### config.mk
export PLATFORM = sky130hd
export DESIGN_NAME = ps2_keyboard_rx
export DESIGN_NICKNAME = d
export VERILOG_FILES = /design/src/rtl/ps2_keyboard_rx.sv
export SDC_FILE = /design/constraint.sdc
export NUM_CORES = 1
export LEC_CHECK = 0
export CELL_PAD_IN_SITES_DETAIL_PLACEMENT = 0
export CELL_PAD_IN_SITES_GLOBAL_PLACEMENT = 1
export CORE_MARGIN = 5
export CORE_UTILIZATION = 25
export CTS_CLUSTER_DIAMETER = 100
export DETAILED_ROUTE_END_ITERATION = 8
export GPL_TIMING_DRIVEN = 0
export PLACE_DENSITY_LB_ADDON = 0.1
export SKIP_CTS_REPAIR_TIMING = 1
export SLEW_MARGIN = 30
export SYNTH_ARGS = -nofsm -noshare
export SYNTH_HDL_FRONTEND = slang
export SYNTH_SLANG_ARGS = --single-unit
### constraint.sdc
create_clock -name clk -period 2.3 [get_ports clk]
set_input_delay 0.46 -clock clk [delete_from_list [all_inputs] [get_ports clk]]
set_output_delay 0.46 -clock clk [all_outputs]
set_load 0.005 [all_outputs]
### src/rtl/ps2_keyboard_rx.sv
// PS/2 keyboard receiver: filtered clock, 11-bit frame deserialiser and key event output.
// Define PS2_PREFIX_DECODE_EN to fold E0/F0 prefixes into key_extended/key_release.
module ps2_keyboard_rx #(
  parameter int FILTER_LEN     = 8,
  parameter int TIMEOUT_CYCLES = 200000
) (
  input  logic       clk,
  input  logic       reset,
  input  logic       ps2_clk,
  input  logic       ps2_data,
  output logic [7:0] key_code,
  output logic       key_release,
  output logic       key_extended,
  output logic       key_valid,
  output logic       parity_err,
  output logic       frame_err
);

  // state  | meaning
  // IDLE   | waiting for a start bit
  // DATA   | shifting in 8 data bits, LSB first
  // PARITY | expecting the parity bit
  // STOP   | expecting the stop bit; frame judged on its edge

  localparam int FW = $clog2(FILTER_LEN + 1);
  localparam int TW = $clog2(TIMEOUT_CYCLES + 1);
  localparam logic [FW-1:0] FILT_LAST = FW'(FILTER_LEN - 1);
  localparam logic [TW-1:0] TO_LIMIT  = TW'(TIMEOUT_CYCLES);

  typedef enum logic [1:0] {IDLE, DATA, PARITY, STOP} stateT;

  logic [1:0]    clkSync, dataSync;
  logic          dataS;
  logic          fclk, fe;
  logic [FW-1:0] filtCnt;
  stateT         stateQ, stateD;
  logic [2:0]    bitCnt;
  logic [7:0]    shiftQ;
  logic          parityQ;
  logic [TW-1:0] toCnt;
  logic          timeout;
  logic          goodD, parErrD, frmErrD;

  assign dataS = dataSync[1];

  // Lines idle high, so the synchronisers reset high to avoid a false edge.
  always_ff @(posedge clk or negedge reset) begin
    if (!reset) begin
      clkSync  <= 2'b11;
      dataSync <= 2'b11;
    end else begin
      clkSync  <= {clkSync[0], ps2_clk};
      dataSync <= {dataSync[0], ps2_data};
    end
  end

  always_ff @(posedge clk or negedge reset) begin
    if (!reset) begin
      fclk    <= 1'b1;
      filtCnt <= '0;
      fe      <= 1'b0;
    end else begin
      fe <= 1'b0;
      if (clkSync[1] != fclk) begin
        if (filtCnt == FILT_LAST) begin
          fclk    <= clkSync[1];
          filtCnt <= '0;
          fe      <= fclk;
        end else begin
          filtCnt <= filtCnt + FW'(1);
        end
      end else begin
        filtCnt <= '0;
      end
    end
  end

  // An edge arriving in the expiry cycle takes priority over the timeout.
  assign timeout = (stateQ != IDLE) && (toCnt == TO_LIMIT) && !fe;

  always_ff @(posedge clk or negedge reset) begin
    if (!reset) stateQ <= IDLE;
    else        stateQ <= stateD;
  end

  always_comb begin
    stateD = stateQ;
    case (stateQ)
      IDLE:    if (fe && !dataS)        stateD = DATA;
      DATA:    if (fe && bitCnt == 3'd7) stateD = PARITY;
      PARITY:  if (fe)                  stateD = STOP;
      STOP:    if (fe)                  stateD = IDLE;
      default:                          stateD = IDLE;
    endcase
    if (timeout) stateD = IDLE;
  end

  always_comb begin
    goodD   = 1'b0;
    parErrD = 1'b0;
    frmErrD = timeout;
    if (stateQ == STOP && fe) begin
      if (!dataS)                  frmErrD = 1'b1;
      else if (^{shiftQ, parityQ}) goodD   = 1'b1;
      else                         parErrD = 1'b1;
    end
  end

  always_ff @(posedge clk or negedge reset) begin
    if (!reset) begin
      bitCnt  <= '0;
      shiftQ  <= '0;
      parityQ <= 1'b0;
      toCnt   <= '0;
    end else begin
      if (fe) begin
        case (stateQ)
          IDLE:    if (!dataS) bitCnt <= '0;
          DATA: begin
            shiftQ <= {dataS, shiftQ[7:1]};
            bitCnt <= bitCnt + 3'd1;
          end
          PARITY:  parityQ <= dataS;
          default: ;
        endcase
      end
      if (stateQ == IDLE || fe)  toCnt <= '0;
      else if (toCnt != TO_LIMIT) toCnt <= toCnt + TW'(1);
    end
  end

`ifdef PS2_PREFIX_DECODE_EN
  logic pendExt, pendRel;

  always_ff @(posedge clk or negedge reset) begin
    if (!reset) begin
      key_code     <= '0;
      key_release  <= 1'b0;
      key_extended <= 1'b0;
      key_valid    <= 1'b0;
      parity_err   <= 1'b0;
      frame_err    <= 1'b0;
      pendExt      <= 1'b0;
      pendRel      <= 1'b0;
    end else begin
      key_valid  <= 1'b0;
      parity_err <= parErrD;
      frame_err  <= frmErrD;
      if (parErrD || frmErrD) begin
        pendExt <= 1'b0;
        pendRel <= 1'b0;
      end else if (goodD) begin
        if (shiftQ == 8'hE0) begin
          pendExt <= 1'b1;
        end else if (shiftQ == 8'hF0) begin
          pendRel <= 1'b1;
        end else begin
          key_code     <= shiftQ;
          key_release  <= pendRel;
          key_extended <= pendExt;
          key_valid    <= 1'b1;
          pendExt      <= 1'b0;
          pendRel      <= 1'b0;
        end
      end
    end
  end
`else
  assign key_release  = 1'b0;
  assign key_extended = 1'b0;

  always_ff @(posedge clk or negedge reset) begin
    if (!reset) begin
      key_code   <= '0;
      key_valid  <= 1'b0;
      parity_err <= 1'b0;
      frame_err  <= 1'b0;
    end else begin
      key_valid  <= goodD;
      parity_err <= parErrD;
      frame_err  <= frmErrD;
      if (goodD) key_code <= shiftQ;
    end
  end
`endif

endmodule

==> out/qor.txt <==
Cells on worst reg2reg path: 7
Post-synthesis mux area share: 9.59%
Worst slack, placed: 0.0396 ns
Synthesized flop and latch total: 53
M3 GR Usage: 2.13%
Clk slew on worst S/H paths: 0.10 ns
GR peak layer: met2
Design Power: 2.14 mW
Final-report max-slew violation count: 0
RR Endpoint: stateQ[1]
Starting density of the core: 25.3%
Die span in x: 109 um
Area grow syn2layout: 17.8%
Critical path fanouts, max: 10
Slew HR: 51.2%
Power Dens Cells: 741 nW/um^2
Vias per cell: 4.20
Crit path arrival time: 2.31 ns
Final Util: 29.8%
Seq/Total Area, Yosys: 54.3%
Clock skew: 0.0100 ns
Req. time, crit path: 2.50 ns
Die Area: 11,900 sq um
Setup_tns: 0 ns
Vias in the first global route: 1,607
Mean routed wirelength per cell: 12.4 um
Setup crit end kind: register
Fin. Hold Viols: 0
Post-synthesis compound-gate area fraction: 4.08%
GP Congestion: 0.703
GRT overflow: 0
R2r startpoint: stateQ[0]
Clk sinks: 53
VDD IR max: 367 uV
Synth Area in XOR/XNOR: 9.95%
Cell variety after synth: 37
H-tree Lvls: 2
Post-synth EDFFs: 0
CTS tree: done
Fillcell total: 1,023
Routed Wire Length: 4580 um
Detailed Routing Iterations Pass 1: 4
Largest family of logic cells by synthesized area: simple AND/OR/NAND/NOR gates
First-pass GRT wire length: 7930 um
Layout cells sized above 1: 18.3%
Met1 usage: 12.0%
Top_reg_cell synth: dfrtp_1
Total track usage: 8.57%
Crit start category: register
Initial detailed-routing violation count: 66
Setup Crit Path Kind: register to register
Met2 Use GR: 12.8%
Largest net degree at the start of global routing: 29
Inserted Diodes: 0
Register Area: 1330 sq um
Nets: 247
Status: finished clean
Post-route DRC violation count: 0
Clock Tree Buf Depth: 2
Die H: 109 um
Row Count: 36
Mean Syn Cell Area: 11.6 sq um
Final hold slack: 0.0550 ns
Post-Synth Adder-Cell Area: 4.59%
Tightest Pin Transition: 0.725 ns
Antenna viol nets, final: 0
Syn. warnings: 0
Clock Root Buffer: clkbuf_8
Total of max-cap violations: 0
Routed vias: 1,547
Worst setup margin: 0.186 ns
Final period utilization: 91.9%
Worst Hold Class: input pin to asynchronous set/reset pin
Leakage: 1.26 nW
Multi-input combinational cell area: 1080 sq um
RSZ-0062 raised after global routing: no
Synth Area in Simple Gates: 15.3%
Tmin final: 2.11 ns
Async SR Flop Fraction: 100%
FF-to-FF setup slack: 0.19 ns
CTS Buf Count: 5
Post-DP HPWL: 3250 um
Final setup fails: 0
# port buffers: 14
Initial antenna violation count: 0
Latest clock arrival within the worst-skew pair: 0.31 ns
Mapped Area: 2450 sq um
# IOs: 17
Core Box Area: 9680 sq um
Post-synthesis cell count: 211
FMAX: 0.473 GHz
## worst max-delay path by stage
stage / endpoint / slack [ns] / depth (start not counted) / startpoint
floorplan: stateQ[0] / 0.43 / 7 / stateQ[0]
global placement: key_code[4] / -1.07 / 1 / reset
detailed placement: stateQ[1] / 0.04 / 7 / toCnt[0]
CTS: stateQ[1] / 0.02 / 7 / toCnt[0]
global route: stateQ[0] / 0.02 / 7 / stateQ[1]
finish: stateQ[1] / 0.19 / 7 / stateQ[0]
## per-stage QoR
step	area (sq um)	instances
6_report	2890	368
5_1_grt	2890	368
4_1_cts	2880	368
3_5_place_dp	2780	360
3_3_place_gp	2760	359
2_1_floorplan	2460	212
## kinds of logic (layout without fill, tap and decap cells)
family / count (synthesis) / in the layout
and+or+nand+nor: 75 / 75
DFF: 53 / 53
xor gates and xnor gates: 27 / 27
muxes: 20 / 20
AOI/OAI and AO/OA: 15 / 15
buffers and inverters: 11 / 34
adders and majority gates: 9 / 9
other: 1 / 2
## worst max-delay path: stages, from the launching register on
cell,delay (ns)
dfrtp_1,0.41
inv_1,0.09
ha_1,0.26
or2_2,0.29
clkbuf_1,0.26
nor3_2,0.33
o211ai_1,0.16
a32o_1,0.22
## state kept, by name, indices dropped and copies added (netlist names)
name        count
shiftQ          8
parity_err      1
stateQ          2
key_code        8
frame_err       1
filtCnt         4
bitCnt          3
toCnt          18
dataSync        2
key_valid       1
fe              1
parityQ         1
fclk            1
clkSync         2
## layout make-up
class,count,area share [%]
clock buffer,6,2.86
timing repair buffer,15,5.46
sequential,53,46.1
clock inverter,2,0.477
inverter,6,0.780
multi-input combinational,148,37.6
tap,133,5.76
buffer,5,0.953
## power breakdown
part	leakage [nW]	total (mW)	switching [mW]	internal, mW
combinational	0.495	0.474	0.276	0.198
sequential	0.714	1.10	0.0838	1.02
clock	0.0512	0.566	0.321	0.245
total	1.26	2.14	0.681	1.46
## cell usage in the layout (no fill, tap or decap), drive strengths merged, types with 5 or more instances in the layout
master / count
clkbuf: 7
xor2: 12
nor2: 24
ha: 9
nand2: 13
clkdlybuf4s50: 13
xnor2: 15
buf: 6
dfstp: 5
nand3: 10
mux2: 18
a21oi: 5
nor3: 5
dfrtp: 48
inv: 6
## synthesized netlist by cell type, drive strengths merged, types with 3 or more instances
cell   number  area share [%]
nand4       4             1.0
nor4        3            0.77
inv         6            0.92
xor2       12             4.3
dfrtp      48              49
nand2      13             2.0
ha          9             4.6
mux2       18             8.3
xnor2      15             5.7
nor2       24             3.7
or2         3            0.77
dfstp       5             5.4
nor3        5             1.0
o21ai       3            0.61
buf         4            0.97
a21oi       5             1.0
nand3      10             2.0
## routing by layer
layer,up-vias,part of all wire [%]
met5,-,0
met4,0,1.5
met3,5,2.4
met2,13,46
met1,766,50
li1,763,-
No activity file was read; power rests on OpenSTA's default activity.
